<file path="src/rtl/onedconv_feed_ctrl.sv">
// onedconv_feed_ctrl: BRAM address / shift-enable sequencer for the 1-D conv input buffers.
// Ports: clk, rst (sync, active-low), start + captured tile params in; weight/ifmap BRAM
// addr/rd_en, per-row shift enables, zero/data selects, busy, done out.
// Optional ONEDCONV_FEED_PERF_EN adds tile_count and pad_count.
module onedconv_feed_ctrl #(
  parameter int DW        = 16,
  parameter int Dimension = 16,
  parameter int AW        = 10,
  parameter int STRIDE    = 1
) (
  input  logic                 clk,
  input  logic                 rst,
  input  logic                 start,
  input  logic [AW-1:0]        weight_base,
  input  logic [AW-1:0]        ifmap_base,
  input  logic [AW-1:0]        ifmap_len,
  input  logic [7:0]           pad_left,
  input  logic [AW-1:0]        tile_start,
  output logic [AW-1:0]        weight_addr,
  output logic                 weight_rd_en,
  output logic [AW-1:0]        ifmap_addr,
  output logic                 ifmap_rd_en,
  output logic [Dimension-1:0] en_shift_reg_weight_muxed,
  output logic [Dimension-1:0] en_shift_reg_ifmap_muxed,
  output logic                 zero_or_data_weight,
  output logic                 zero_or_data,
  output logic                 busy,
  output logic                 done
`ifdef ONEDCONV_FEED_PERF_EN
  ,
  output logic [31:0]          tile_count,
  output logic [31:0]          pad_count
`endif
);

  localparam int DEPTH = Dimension + 1;
  localparam int N     = (Dimension - 1) * STRIDE + DEPTH;
  localparam int CW    = $clog2(N + 1);
  localparam int VW    = AW + 9;

  if (DW < 1 || Dimension < 1 || STRIDE < 1) begin : g_bad_param
    $error("onedconv_feed_ctrl: bad parameters");
  end

  typedef enum logic [2:0] {
    S_IDLE,
    S_WLOAD,
    S_ILOAD,
    S_FLUSH,
    S_DONE
  } state_t;

  state_t        r_state, w_state_nx;
  logic [CW-1:0] r_cnt, w_cnt_nx;
  logic          w_cap;

  logic [AW-1:0] r_weight_base;
  logic [AW-1:0] r_ifmap_base;
  logic [AW-1:0] r_ifmap_len;
  logic [7:0]    r_pad_left;
  logic [AW-1:0] r_tile_start;

  logic [VW-1:0] w_v, w_lo, w_hi;
  logic          w_ok, w_wl, w_il, w_j0;

  logic          r_a_w, r_a_wd, r_a_i, r_a_ok;
  logic [CW-1:0] r_a_k;
  logic [Dimension-1:0] w_rows;

  always_comb begin
    w_state_nx = r_state;
    w_cnt_nx   = r_cnt;
    w_cap      = 1'b0;
    unique case (r_state)
      S_IDLE: begin
        if (start) begin
          w_state_nx = S_WLOAD;
          w_cnt_nx   = '0;
          w_cap      = 1'b1;
        end
      end
      S_WLOAD: begin
        if (r_cnt == CW'(DEPTH - 1)) begin
          w_state_nx = S_ILOAD;
          w_cnt_nx   = '0;
        end else begin
          w_cnt_nx = r_cnt + 1'b1;
        end
      end
      S_ILOAD: begin
        if (r_cnt == CW'(N - 1)) begin
          w_state_nx = S_FLUSH;
          w_cnt_nx   = '0;
        end else begin
          w_cnt_nx = r_cnt + 1'b1;
        end
      end
      S_FLUSH: w_state_nx = S_DONE;
      S_DONE:  w_state_nx = S_IDLE;
      default: w_state_nx = S_IDLE;
    endcase
  end

  always_ff @(posedge clk) begin
    if (!rst) begin
      r_state       <= S_IDLE;
      r_cnt         <= '0;
      r_weight_base <= '0;
      r_ifmap_base  <= '0;
      r_ifmap_len   <= '0;
      r_pad_left    <= '0;
      r_tile_start  <= '0;
    end else begin
      r_state <= w_state_nx;
      r_cnt   <= w_cnt_nx;
      if (w_cap) begin
        r_weight_base <= weight_base;
        r_ifmap_base  <= ifmap_base;
        r_ifmap_len   <= ifmap_len;
        r_pad_left    <= pad_left;
        r_tile_start  <= tile_start;
      end
    end
  end

  // Padding test is done wide so tile_start + k never wraps.
  assign w_v  = VW'(r_tile_start) + VW'(r_cnt);
  assign w_lo = VW'(r_pad_left);
  assign w_hi = w_lo + VW'(r_ifmap_len);
  assign w_ok = (w_v >= w_lo) && (w_v < w_hi);
  assign w_wl = (r_state == S_WLOAD);
  assign w_il = (r_state == S_ILOAD);
  assign w_j0 = (r_cnt == '0);

  always_ff @(posedge clk) begin
    if (!rst) begin
      weight_addr  <= '0;
      weight_rd_en <= 1'b0;
      ifmap_addr   <= '0;
      ifmap_rd_en  <= 1'b0;
      busy         <= 1'b0;
      done         <= 1'b0;
      r_a_w        <= 1'b0;
      r_a_wd       <= 1'b0;
      r_a_i        <= 1'b0;
      r_a_ok       <= 1'b0;
      r_a_k        <= '0;
    end else begin
      weight_rd_en <= w_wl & ~w_j0;
      weight_addr  <= (w_wl & ~w_j0) ?
                      r_weight_base + AW'(r_cnt) - AW'(1) : '0;
      ifmap_rd_en  <= w_il & w_ok;
      if (!w_il)
        ifmap_addr <= '0;
      else if (w_ok)
        ifmap_addr <= r_ifmap_base + AW'(w_v) - AW'(r_pad_left);
      else
        ifmap_addr <= r_ifmap_base;
      busy   <= w_wl | w_il | (r_state == S_FLUSH);
      done   <= (r_state == S_DONE);
      r_a_w  <= w_wl;
      r_a_wd <= ~w_j0;
      r_a_i  <= w_il;
      r_a_ok <= w_ok;
      r_a_k  <= r_cnt;
    end
  end

  // Row i sees ifmap words k in [i*STRIDE, i*STRIDE+DEPTH).
  always_comb begin
    w_rows = '0;
    for (int i = 0; i < Dimension; i++) begin
      w_rows[i] = (32'(r_a_k) >= 32'(i * STRIDE)) &&
                  (32'(r_a_k) <  32'(i * STRIDE + DEPTH));
    end
  end

  // Controls trail addresses by one cycle to match BRAM read latency.
  always_ff @(posedge clk) begin
    if (!rst) begin
      en_shift_reg_weight_muxed <= '0;
      en_shift_reg_ifmap_muxed  <= '0;
      zero_or_data_weight       <= 1'b0;
      zero_or_data              <= 1'b0;
    end else begin
      en_shift_reg_weight_muxed <= {Dimension{r_a_w}};
      zero_or_data_weight       <= r_a_w & r_a_wd;
      en_shift_reg_ifmap_muxed  <= r_a_i ? w_rows : '0;
      zero_or_data              <= r_a_i & r_a_ok;
    end
  end

`ifdef ONEDCONV_FEED_PERF_EN
  always_ff @(posedge clk) begin
    if (!rst) begin
      tile_count <= '0;
      pad_count  <= '0;
    end else begin
      if (r_state == S_DONE && tile_count != '1)
        tile_count <= tile_count + 1'b1;
      if (r_a_i && !r_a_ok && pad_count != '1)
        pad_count <= pad_count + 1'b1;
    end
  end
`endif

endmodule

</file>
<file path="config.mk">
export PLATFORM = sky130hd
export DESIGN_NAME = onedconv_feed_ctrl
export DESIGN_NICKNAME = d
export VERILOG_FILES = /design/src/rtl/onedconv_feed_ctrl.sv
export SDC_FILE = /design/constraint.sdc
export NUM_CORES = 1
export LEC_CHECK = 0
export CORE_UTILIZATION = 53
export DETAILED_ROUTE_END_ITERATION = 10
export PLACE_DENSITY = 0.87
export SLEW_MARGIN = 30
export SYNTH_ARGS = -nofsm -noshare
export SYNTH_HDL_FRONTEND = slang
export SYNTH_SLANG_ARGS = --single-unit
</file>
<file path="constraint.sdc">
create_clock -name clk -period 5.1 [get_ports clk]
set_input_delay 0.51 -clock clk [delete_from_list [all_inputs] [get_ports clk]]
set_output_delay 0.51 -clock clk [all_outputs]
set_load 0.03 [all_outputs]
</file>
Word-level counts from Yosys, hierarchy flattened
Index checks and enable logic that the tools add are counted.
{ "totals": {"in_bits": 51, "reg_bits": 110} }
{ "classes": {"addsub": 7, "reduce_logical": 24, "n_eq_ne": 9, "bitwise_logic": 7, "muxes": 11, "n_lt_le_gt_ge": 33} }
{ "op_table": {"columns": ["cell", "n"], "rows": [
  ["6-bit by 5-bit < comparator with 1-bit output (second input constant)", 15],
  ["6-bit by 4-bit greater-or-equal comparator with 1-bit output (second input constant)", 8],
  ["6-bit by 3-bit greater-or-equal comparator with 1-bit output (second input constant)", 4],
  ["6-bit two-way mux", 3],
  ["6-bit case mux with 3 select lines", 1],
  ["1-bit logical AND", 16],
  ["6-bit by 5-bit == test with 1-bit output (second input constant)", 2],
  ["6-bit by 2-bit greater-or-equal comparator with 1-bit output (second input constant)", 2],
  ["3-bit case mux with 4 select lines", 1],
  ["10-bit by 6-bit adder with 11-bit output", 1],
  ["8-bit by 10-bit adder with 11-bit output", 1],
  ["11-bit by 8-bit greater-or-equal comparator with 1-bit output", 1],
  ["11-bit < comparator", 1],
  ["10-bit adder", 1],
  ["10-bit by 6-bit adder with 10-bit output", 1],
  ["10-bit two-way mux", 1],
  ["10-bit by 1-bit subtractor with 10-bit output (second input constant)", 1],
  ["10-bit by 8-bit subtractor with 10-bit output", 1],
  ["3-bit two-way mux", 3],
  ["2-bit AND reduction", 4],
  ["6-bit by 1-bit adder with 6-bit output (second input constant)", 1],
  ["3-bit by 2-bit == test with 1-bit output (second input constant)", 2],
  ["6-bit by 1-bit greater-or-equal comparator with 1-bit output (second input constant)", 1],
  ["6-bit zero test", 1],
  ["other kinds (12)", 18]
]} }

Depth between registers and ports, before layout
Gate-level depths: netlist of run 1.
{ "logic_depth": {"word_depth": 4, "ltp_mapped": 17, "depth_no_buf": 16} }

Least setup slack after synthesis of run 1
OpenSTA, ideal clock, no wires.
{ "synth_path": {"path_kind": "reg-to-reg", "from": "register r_cnt[0]", "to": "register ifmap_addr[9]", "synth_period_minus_slack_ps": 3631, "path_buffers": 0, "path_stages_with_launch": 15, "t_arrival_ps": 3562, "setup_ps": 70, "slack_ps": 1469, "cell_sequence": "dfxtp_1 ha_1 fa_1 a211oi_1 o21ai_0 a21oi_1 xor2_1 fa_1 inv_1 ha_1 o41ai_1 o21ai_0 xnor2_1 or3_1 a21oi_1"} }
{ "synth_between": {"elab_chain_cells": 4, "elab_cells_between_ends": 7} }
{ "synth_lines": {"columns": ["element", "line", "source"], "rows": [
  ["start, declared", "54", "logic [CW-1:0] r_cnt, w_cnt_nx;"],
  ["start signal, assigned", "115", "r_cnt <= w_cnt_nx;"],
  ["10-bit by 6-bit adder with 11-bit output (*)", "127", "assign w_v = VW'(r_tile_start) + VW'(r_cnt);"],
  ["10-bit adder, or another cell as far along", "156", "ifmap_addr <= r_ifmap_base + AW'(w_v) - AW'(r_pad_left);"],
  ["10-bit by 8-bit subtractor with 10-bit output or 1-bit logical AND (tied branches)", "156, 130", null],
  ["10-bit two-way mux (*)", "155", "else if (w_ok)"],
  ["end signal, assigned", "156", null],
  ["end signal, assigned", "158", "ifmap_addr <= r_ifmap_base;"],
  ["end, declared", "21", "output logic [AW-1:0] ifmap_addr,"]
]} }
Mark *: on every way between the ends. The rest lies on a longest branch, timed or not.
A chain may end at the register's enable or synchronous reset.

Final worst setup path of run 1
{ "layout_path": {"from": "register r_cnt[0]", "to": "register ifmap_addr[8]"} }
The elaborated chain is that of the path after synthesis.

==> impl_metrics.csv, run 1 <==
group,metric,value,unit
critical_path,rrSetupSlack,1.14,ns
placement,place_congestion,0.887,
grt,grt_pass1_vias,4844,
synth,yosysWarnings,0,
min_path,min_path_type,"reg -> reg",
cells_and_area,diodes,0,
drt,drt_wl_total,13100,um
die,dieArea,12000,um2
timing,final_hold_viol_count,0,
grt,grt_max_degree,58,
drt,drt_first_iter_violations,270,
drt,drt_pass1_iterations,5,
critical_path,regToRegEndpoint,"ifmap_addr[8]",
cells_and_area,num-fill-cells,909,
cells_and_area,area_delta_synth_final,22.8,%
critical_path,r2r_start,"r_cnt[0]",
timing,grt_setup_unrepaired,"no",
cts,ctsHoldBuffers,0,
die,die_x,109,um
synth,ys_seq_area_share,36.0,%
timing,layout_setup_ws,1.14,ns
die,rows,38,
run_status,status,"finished, final reports clean",
drt,ant_nets,0,
timing,drv_slew,0,
power,pwr_density_cell,367,nW/um2
die,die_h,109,um
critical_path,path_max_fanout,15,
cells_and_area,drive_gt1_share,3.80,%
placement,hpwl,9740,um
critical_path,cp-end-kind,"register",
placement,pre_cts_slack,1.18,ns
placement,portBuffers,108,
cts,cts_buffer_depth,2,
synth,avgSynthCellArea,8.13,um2
synth,ys_seq_elements,110,
timing,period_share,77.7,%
cts,cts-htree-levels,3,
cells_and_area,regArea,2200,um2
cts,clk_pin_slew,0.08,ns
power,ir_drop,0.000246,V
die,boundaryPins,109,
synth,synth-main-ff-cell,"dfxtp_1",
run,cap_violations,0,
synth,synthArstFlopShare,0,%
synth,synth_edf_count,0,
cts,postCtsSetupRepairBufs,0,
timing,finalCriticalPeriod,3.96,ns
cells_and_area,nets,955,
critical_path,start_kind,"register",
timing,fin_tns_setup,0,ns
critical_path,criticalPathCategory,"reg -> reg",
grt,grt_pass1_wl,22200,um
grt,globalRouteOverflowTotal,0,
cts,cts.sinks,110,
critical_path,worstPathArrival,4.25,ns
critical_path,ff2ff_path_depth,14,
timing,clock_skew,0.0108,ns
critical_path,crit_required,5.38,ns
drt,routed-via-count,5234,
min_path,holdPathEnd,"en_shift_reg_weight_muxed[0]",
synth,synth_area,6120,um2
die,core,11000,um2
grt,antenna_found_initial,0,
synth,synth.distinct_cells,58,
power,leakagePower,3.24,nW
cts,cts_tree,"yes",
power,p_total,2.76,mW
drt,wl_per_cell,13.4,um
grt,track_usage,23.5,%
min_path,hold_depth,1,
timing,slew-limit-headroom,39.7,%
timing,finalSetupViolCount,0,
drt,drc,0,
cts,worstSkewPairLatency,0.35,ns
cts,post_cts_resized,0,
synth,synth_nets,870,
cts,numCtsBuffers,9,
synth,synth_cells,753,
die,start_util,55.5,%
timing,fmax,252,MHz
drt,viasPerCell,5.32,
timing,tightest_slew,0.901,ns
cts,cts_root_buf,"clkbuf_16",
cells_and_area,multi_input_area,3390,um2
min_path,worstHoldStart,"r_a_w",
[how the worst max path moves through the flow]
stage | startpoint | to | slack (ns)
after floorplan | r_cnt[0] | ifmap_addr[9] | 1.47
after global placement | r_cnt[0] | ifmap_addr[9] | 1.30
after detailed placement | r_cnt[0] | ifmap_addr[9] | 1.18
after CTS | r_cnt[0] | ifmap_addr[9] | 1.16
after global routing | r_cnt[0] | ifmap_addr[9] | 0.66
final | r_cnt[0] | ifmap_addr[8] | 1.14
[synthesized netlist by cell type, types with 2 or more instances]
master | count | area [um2]
nand2_1 | 118 | 443
dfxtp_1 | 110 | 2200
inv_1 | 89 | 334
a21oi_1 | 78 | 390
nor2_1 | 60 | 225
ha_1 | 55 | 688
o21ai_0 | 31 | 155
clkbuf_1 | 20 | 75.1
xnor2_1 | 17 | 149
buf_4 | 16 | 120
a21o_1 | 11 | 82.6
fa_1 | 11 | 220
nor3_1 | 11 | 55.1
xor2_1 | 11 | 96.3
nand2b_1 | 9 | 56.3
and3_1 | 8 | 50.1
mux2i_1 | 7 | 70.1
nand3_1 | 7 | 35.0
nor2b_1 | 6 | 37.5
or2_2 | 6 | 37.5
and2_1 | 4 | 25.0
nor3b_1 | 4 | 30.0
nor4_1 | 4 | 25.0
o21a_1 | 4 | 30.0
or3_1 | 4 | 25.0
a2111oi_0 | 3 | 26.3
a221oi_1 | 3 | 26.3
a31oi_1 | 3 | 18.8
a41oi_1 | 3 | 26.3
o21bai_1 | 3 | 22.5
o22ai_1 | 3 | 18.8
a211oi_1 | 2 | 15.0
a21boi_0 | 2 | 15.0
and4b_1 | 2 | 20.0
buf_1 | 2 | 7.51
o2111ai_1 | 2 | 17.5
o211a_1 | 2 | 20.0
or3b_1 | 2 | 17.5
[logic make-up (layout without fill, tap and decap cells)]
group	count (synthesis)	in the layout	share of synthesized area [%]
fa+ha+maj	68	68	15.2
buf+inv	127	217	8.77
compound gates	160	160	16.1
mux	7	7	1.15
flops	110	110	36.0
simple gates	253	253	18.8
xor+xnor	28	28	4.01
[layer usage]
| layer | GRT usage (%) | up-vias | share of wire (%) |
|---|---|---|---|
| met4 | 8.00 | 0 | 2.1 |
| met3 | 4.27 | 23 | 5.7 |
| li1 | - | 2660 | - |
| met1 | 30.4 | 2383 | 46 |
| met5 | 0 | - | 0 |
| met2 | 39.5 | 168 | 47 |
[cell type report]
cell class | count | area share (%)
clock inverter | 6 | 0.999
multi-input combinational | 516 | 45.1
tap | 140 | 2.33
clock buffer | 10 | 3.05
inverter | 89 | 4.45
sequential | 110 | 29.3
timing repair buffer | 112 | 14.8
[flip-flops by register name (all words and copies together) (netlist names), 3 cells and up]
register	cells
weight_addr	10
r_weight_base	10
r_ifmap_base	10
r_cnt	6
r_pad_left	8
en_shift_reg_ifmap_muxed	16
r_ifmap_len	10
ifmap_addr	10
r_a_k	6
r_state	3
r_tile_start	10
[power breakdown]
| group | internal [mW] | switching (mW) |
|---|---|---|
| registers | 0.929 | 0.0606 |
| logic | 0.461 | 0.585 |
| clock network | 0.391 | 0.332 |
[per-stage QoR]
stage,instances,hold WS (ns),cell area (um2),util (%)
after floorplan,753,0.421,6120,-
after global placement,967,0.429,7210,65.4
after detailed placement,967,0.434,7210,65.4
after CTS,983,0.451,7510,68.1
after global routing,983,0.461,7510,68.1
final,983,0.451,7510,68.1
[worst max-delay path, stage by stage, from the launching register on]
cell,delay [ns]
dfxtp_1,0.33
ha_1,0.22
fa_1,0.43
a211oi_1,0.42
o21ai_0,0.15
a21oi_1,0.19
xor2_1,0.27
inv_1,0.10
ha_1,0.30
o21a_1,0.20
o21a_1,0.17
o21ai_0,0.30
o211ai_4,0.26
or3b_1,0.43
a21oi_1,0.14
[placed cells by master, fill, tap and decap left out, types with 17 or more instances in the layout]
cell	n
clkdlybuf4s50_1	108
dfxtp_1	110
nand2_1	118
inv_1	89
ha_1	55
xnor2_1	17
nor2_1	60
a21oi_1	78
o21ai_0	31
No activity file was read; power rests on OpenSTA's default activity.
==> run 2, diff against run 1 <==
--- a/config.mk
+++ b/config.mk
@@ -5,9 +5,9 @@
 export SDC_FILE = /design/constraint.sdc
 export NUM_CORES = 1
 export LEC_CHECK = 0
-export CORE_UTILIZATION = 53
+export CORE_UTILIZATION = 48
 export DETAILED_ROUTE_END_ITERATION = 10
-export PLACE_DENSITY = 0.87
+export PLACE_DENSITY = 0.84
 export SLEW_MARGIN = 30
 export SYNTH_ARGS = -nofsm -noshare
 export SYNTH_HDL_FRONTEND = slang
==> constraint.sdc (replaced) <==
create_clock -name clk -period 3.35 [get_ports clk]
set_input_delay 0.335 -clock clk [delete_from_list [all_inputs] [get_ports clk]]
set_output_delay 0.335 -clock clk [all_outputs]
set_load 0.03 [all_outputs]
==> run 2 against run 1 <==
Effect of this change:
- the flow now finishes with violations (negative setup slack)
- final cell count up 7.5%
- flip-flop and latch count unchanged
- critical endpoint is now ifmap_addr[9]
- wire length up 21%
- highest routed layer unchanged
- fmax up 5.2%
- sequential power up 53%
- worst setup slack worse by 1.6 ns
- critical path type unchanged
==> impl_metrics.csv, run 2 (same netlist as run 1, synthesis figures left out) <==
group,metric,value,unit
timing,drv_slew,0,
run_status,status,"complete, but fails checks",
critical_path,worstPathArrival,4.07,ns
grt,antenna_found_initial,0,
placement,hpwl,10200,um
cells_and_area,final_common_cell,"nand2_1",
drt,drt_pass1_iterations,6,
cells_and_area,diodes,0,
grt,grt_pass1_vias,5348,
timing,clock_skew,0.00722,ns
die,start_util,50.1,%
cts,cts.sinks,110,
critical_path,cp_slowest_stage_delay,0.56,ns
timing,grt_setup_unrepaired,"yes",
timing,fmax,265,MHz
power,intPower,3.04,mW
cts,clk_pin_slew,0.08,ns
cells_and_area,nets,1001,
timing,period_share,113,%
drt,routed-via-count,5676,
cells_and_area,largest_register_ffs,16,
drt,drt_wl_total,15800,um
drt,viasPerCell,5.37,
cells_and_area,final_cell_mix,"nand2_1 (116), clkdlybuf4s50_1 (108), dfxtp_1 (106)",
min_path,hold_depth,1,
cts,worstSkewPairLatency,0.36,ns
critical_path,start_kind,"register",
power,comb_power_share,46.3,%
timing,layout_setup_ws,-0.420,ns
timing,fin_tns_setup,-1.27,ns
drt,drc,0,
cts,cts_buffer_depth,2,
min_path,min_path_type,"reg -> reg",
critical_path,cp-end-kind,"register",
run_status,violations,"negative setup slack",
drt,drt_first_iter_violations,473,
grt,globalRouteOverflowTotal,0,
power,switching_power,1.80,mW
die,die_x,115,um
cts,cts_tree,"yes",
power,ir_drop,0.000269,V
die,die_h,115,um
power,switching_share,37.2,%
die,boundaryPins,109,
critical_path,criticalPathCategory,"reg -> reg",
timing,finalCriticalPeriod,3.77,ns
cells_and_area,drive_gt1_share,14.7,%
power,leakagePower,3.49,nW
timing,tightest_slew,0.795,ns
critical_path,ff2ff_path_depth,17,
placement,place_congestion,0.838,
critical_path,cp_cell_sequence,"ha_4 -> fa_2 -> a211oi_2 -> o21ai_1 -> a21oi_1 -> xor2_1 -> buf_4 -> fa_1 -> inv_2 -> ha_4 -> nor3_1 -> nor2_1 -> o41ai_2 -> o21ai_1 -> xnor2_1 -> or3_1 -> a21oi_2",
power,pwr-share-seq,31.2,%
die,core,12200,um2
cts,cts-htree-levels,3,
grt,grt_pass1_wl,24800,um
critical_path,crit_required,3.65,ns
grt,grt_max_degree,58,
drt,wl_per_cell,15.0,um
grt,track_usage,23.7,%
timing,final_hold_viol_count,0,
cts,ctsHoldBuffers,0,
critical_path,path_max_fanout,4,
cells_and_area,area_delta_synth_final,34.6,%
cells_and_area,largest_register,"en_shift_reg_ifmap_muxed",
power,p_clk_share,22.5,%
critical_path,crit_slowest_cell,"fa_1",
power,p_total,4.84,mW
run,cap_violations,0,
drt,ant_nets,0,
die,rows,40,
timing,finalSetupViolCount,10,
die,dieArea,13200,um2
placement,portBuffers,108,
cells_and_area,post-route-util,67.4,%
cts,cts_root_buf,"clkbuf_16",
power,pwr_density_cell,588,nW/um2
cts,numCtsBuffers,9,
timing,slew-limit-headroom,46.6,%
run 2: changes by cell type in the layout (fill, tap and decap cells not counted), moves of 6 or more:
cell | previous run | this run
a21oi_1 | 78 | 70
a21oi_2 | 0 | 6
buf_4 | 4 | 46
ha_1 | 55 | 42
ha_4 | 0 | 11
o21ai_0 | 31 | 24
run 2: final timing paths:
| kind | from | to | slack, ns |
|---|---|---|---|
| setup reg to reg | r_cnt[0] | ifmap_addr[9] | -0.42 |
| setup / recovery | r_cnt[0] | ifmap_addr[9] | -0.42 |
| hold / removal | r_a_w | en_shift_reg_weight_muxed[0] | 0.44 |
| hold reg to reg | r_a_w | en_shift_reg_weight_muxed[0] | 0.44 |
run 2: layer usage:
metal	GRT usage, %	share of wire (%)	routed length, um
met2	40.6	49	7810
met5	0	0	0
met3	4.90	6.1	961
met1	29.0	41	6550
met4	9.52	3.3	520
run 2: power by group through the flow:
stage,Clock (mW),Sequential (mW),Combinational [mW]
3_5_place_dp,0,1.53,1.79
3_3_place_gp,0,1.53,1.73
5_1_grt,1.15,1.53,2.44
4_1_cts,1.10,1.51,1.99
6_report,1.09,1.51,2.24
2_1_floorplan,0,1.55,1.21
run 2: worst max-delay path: cells and delay by family (launching register included):
kind / cells / cell delay (ns)
fa+ha+maj: 4 / 1.27
compound gates: 6 / 0.92
simple gates: 3 / 0.70
flops: 1 / 0.34
xor+xnor: 2 / 0.27
buf+inv: 2 / 0.21
run 2: area by class of cell:
class / instances / area, um2
clock buffers: 9 / 225
clock inverters: 7 / 82.6
fillers: 953 / 3980
inverters: 89 / 337
multi-input cells: 516 / 3700
flip-flops and latches: 110 / 2210
well taps: 168 / 210
repair buffers: 158 / 1470
run 2: what timing repair did:
item	in CTS	in global routing
endpoints found under the setup margin	11	12
pin swaps	29	36
gates resized for setup	39	26
setup buffers	7	9
run 2: stage by stage:
step	setup WS [ns]	std cells	area (um2)	hold WS (ns)
floorplan	-0.0930	753	6160	0.421
global placement	-0.110	1029	7540	0.431
detailed placement	-0.303	1029	7540	0.428
CTS	-0.139	1052	8080	0.447
global route	-0.557	1057	8230	0.463
finish	-0.420	1057	8230	0.444
==> run 3, diff against run 2 <==
--- a/config.mk
+++ b/config.mk
@@ -8,6 +8,7 @@
 export CORE_UTILIZATION = 48
 export DETAILED_ROUTE_END_ITERATION = 10
 export PLACE_DENSITY = 0.84
+export SETUP_SLACK_MARGIN = 0.5
 export SLEW_MARGIN = 30
 export SYNTH_ARGS = -nofsm -noshare
 export SYNTH_HDL_FRONTEND = slang
==> run 3 against run 2 <==
Effect of this change:
- the run still ends with negative setup slack left
- flip-flop and latch count stayed put
- cell area down 0.87%
- fmax rose by 7.9%
- wire length fell by 7.5%
- power fell by 2.6%
- global-route usage fell by 1.4 points
- clock skew grew 0.0051 ns
- final cell count shrank 0.76%
- largest power group unchanged
- sequential share of layout area grew 0.30 points
- combinational power shrank 4%
- critical endpoint unchanged
==> impl_metrics.csv, run 3 (same netlist as run 1, synthesis figures left out) <==
group,metric,value,unit
drt,ant_nets,0,
cts,cts_tree,"yes",
drt,wl_met2,7050,um
critical_path,criticalPathCategory,"reg -> reg",
critical_path,rrSetupSlack,-0.14,ns
timing,drv_slew,0,
cts,cts-htree-levels,3,
placement,portBuffers,108,
timing,layout_setup_ws,-0.144,ns
critical_path,crit_slowest_cell,"fa_2",
critical_path,crit_required,3.65,ns
cts,cts_buffer_depth,2,
cells_and_area,post-route-util,66.8,%
critical_path,cp-end-kind,"register",
critical_path,startpoint,"r_tile_start[0]",
cells_and_area,final_common_cell,"nand2_1",
cells_and_area,diodes,0,
critical_path,ff2ff_path_depth,14,
grt,antenna_found_initial,0,
drt,drt_first_iter_violations,350,
placement,place_area,7530,um2
drt,wl_per_cell,14.0,um
timing,whs,0.454,ns
die,die_h,115,um
critical_path,regToRegEndpoint,"ifmap_addr[9]",
die,boundaryPins,109,
timing,slew-limit-headroom,47.5,%
timing,fmax,286,MHz
critical_path,path_max_fanout,2,
die,start_util,50.1,%
critical_path,cp.buffers_inverters,2,
drt,met3_length,762,um
drt,drt_wl_total,14700,um
cts,worstSkewPairLatency,0.37,ns
power,leakagePower,3.46,nW
power,ir_drop,0.000301,V
cts,cts_root_buf,"clkbuf_16",
cells_and_area,area_delta_synth_final,33.4,%
critical_path,r2r_start,"r_tile_start[0]",
die,rows,40,
timing,finalCriticalPeriod,3.49,ns
timing,period_share,104,%
drt,top_layer_used,"met4",
drt,drt_pass1_iterations,5,
cts,numCtsBuffers,9,
timing,tightest_slew,0.780,ns
critical_path,start_kind,"register",
cells_and_area,final_cell_mix,"nand2_1 (118), clkdlybuf4s50_1 (108), dfxtp_1 (104)",
placement,hpwl,9850,um
die,dieArea,13200,um2
cells_and_area,fin_area,8160,um2
critical_path,critical-path-top-delay-family,"adder cells",
cts,clk_pin_slew,0.08,ns
timing,finalSetupViolCount,2,
critical_path,endpoint,"ifmap_addr[9]",
drt,viasPerCell,5.23,
power,pwr_density_cell,577,nW/um2
grt,grt_pass1_wl,23300,um
cells_and_area,drive_gt1_share,14.4,%
run,cap_violations,0,
placement,place_congestion,0.899,
drt,drt-met1-wl,6480,um
die,die_x,115,um
critical_path,cp_num_cells,14,
grt,globalRouteOverflowTotal,0,
timing,grt_setup_unrepaired,"yes",
min_path,min_path_type,"reg -> reg",
drt,routed-via-count,5486,
critical_path,worstPathArrival,3.80,ns
grt,grt_max_degree,58,
placement,pre_cts_slack,-0.159,ns
grt,track_usage,22.3,%
cells_and_area,largest_register_ffs,16,
die,core,12200,um2
cells_and_area,nets,993,
critical_path,cp_cell_sequence,"ha_4 -> fa_2 -> inv_2 -> fa_1 -> inv_1 -> ha_1 -> a21o_1 -> a21oi_2 -> o21ai_2 -> o41ai_2 -> o21ai_1 -> xnor2_1 -> or3_1 -> a21oi_1",
timing,clock_skew,0.0123,ns
critical_path,cp_slowest_stage_delay,0.56,ns
run_status,status,"complete, but fails checks",
grt,grt_pass1_vias,4972,
drt,drc,0,
cells_and_area,largest_register,"en_shift_reg_ifmap_muxed",
cts,cts.sinks,110,
run_status,violations,"negative setup slack",
timing,final_hold_viol_count,0,
run 3: changes by cell type in the layout (fill, tap and decap cells not counted), moves of 2 or more:
| cell | previous run | this run |
|---|---|---|
| dfxtp_1 | 106 | 104 |
| inv_6 | 1 | 3 |
| nor2b_1 | 6 | 4 |
| o21ai_2 | 4 | 6 |
| buf_4 | 46 | 37 |
| ha_2 | 2 | 4 |
| o21ai_0 | 24 | 22 |
| nor2b_4 | 0 | 2 |
| inv_8 | 3 | 1 |
| nand2_1 | 116 | 118 |
run 3: area by class of cell:
cell class / count / area, um2
fill: 946 / 4050
multi-input combinational: 516 / 3680
sequential: 110 / 2210
timing repair buffer: 150 / 1420
inverter: 89 / 337
clock buffer: 9 / 225
tap: 168 / 210
clock inverter: 7 / 75.1
run 3: what timing repair did:
| action | 4_1_cts | 5_1_grt |
|---|---|---|
| setup buffers | 8 | 5 |
| pin swaps | 20 | 27 |
| endpoints found under the setup margin | 13 | 15 |
| hold buffers | 0 | 0 |
| gates resized for setup | 13 | 41 |
| gates cloned | 0 | 0 |
run 3: layer usage:
metal | track usage (%) | vias to the layer above
met3 | 4.22 | 30
met2 | 37.8 | 178
met5 | 0 | -
li1 | - | 2741
met1 | 28.1 | 2537
met4 | 8.40 | 0
run 3: how the worst min path moves through the flow:
stage | from | end | slack [ns] | cells past startpoint
after CTS | r_a_wd | zero_or_data_weight | 0.45 | 1
final | r_a_w | en_shift_reg_weight_muxed[0] | 0.45 | 1
after global placement | r_a_w | en_shift_reg_weight_muxed[0] | 0.43 | 1
after floorplan | r_a_w | en_shift_reg_weight_muxed[0] | 0.42 | 1
after detailed placement | r_a_wd | zero_or_data_weight | 0.43 | 1
after global routing | r_weight_base[1] | r_weight_base[1] | 0.48 | 2
run 3: power breakdown:
group	switching, mW	total (mW)	internal (mW)
Combinational	1.09	2.14	1.04
Clock	0.534	1.06	0.529
Sequential	0.0932	1.51	1.42
Total	1.72	4.71	2.99
run 3: metrics by stage:
stage / power (mW) / TNS [ns] / instances
finish: 4.71 / -0.145 / 1049
floorplan: 2.80 / -0.0827 / 753
detailed placement: 3.33 / -0.231 / 1020
CTS: 4.51 / -0.0312 / 1044
global route: 5.01 / -1.29 / 1049
global placement: 3.27 / -0.0779 / 1020
run 3: worst register-to-register path, cell delays in order (launching register included):
cell and delay [ns]:
dfxtp_2 0.34, ha_4 0.16, fa_2 0.56, inv_2 0.04, fa_1 0.50, inv_1 0.05
ha_1 0.28, a21o_1 0.18, a21oi_2 0.18, o21ai_2 0.09, o41ai_2 0.29, o21ai_1 0.16
xnor2_1 0.17, or3_1 0.32, a21oi_1 0.12
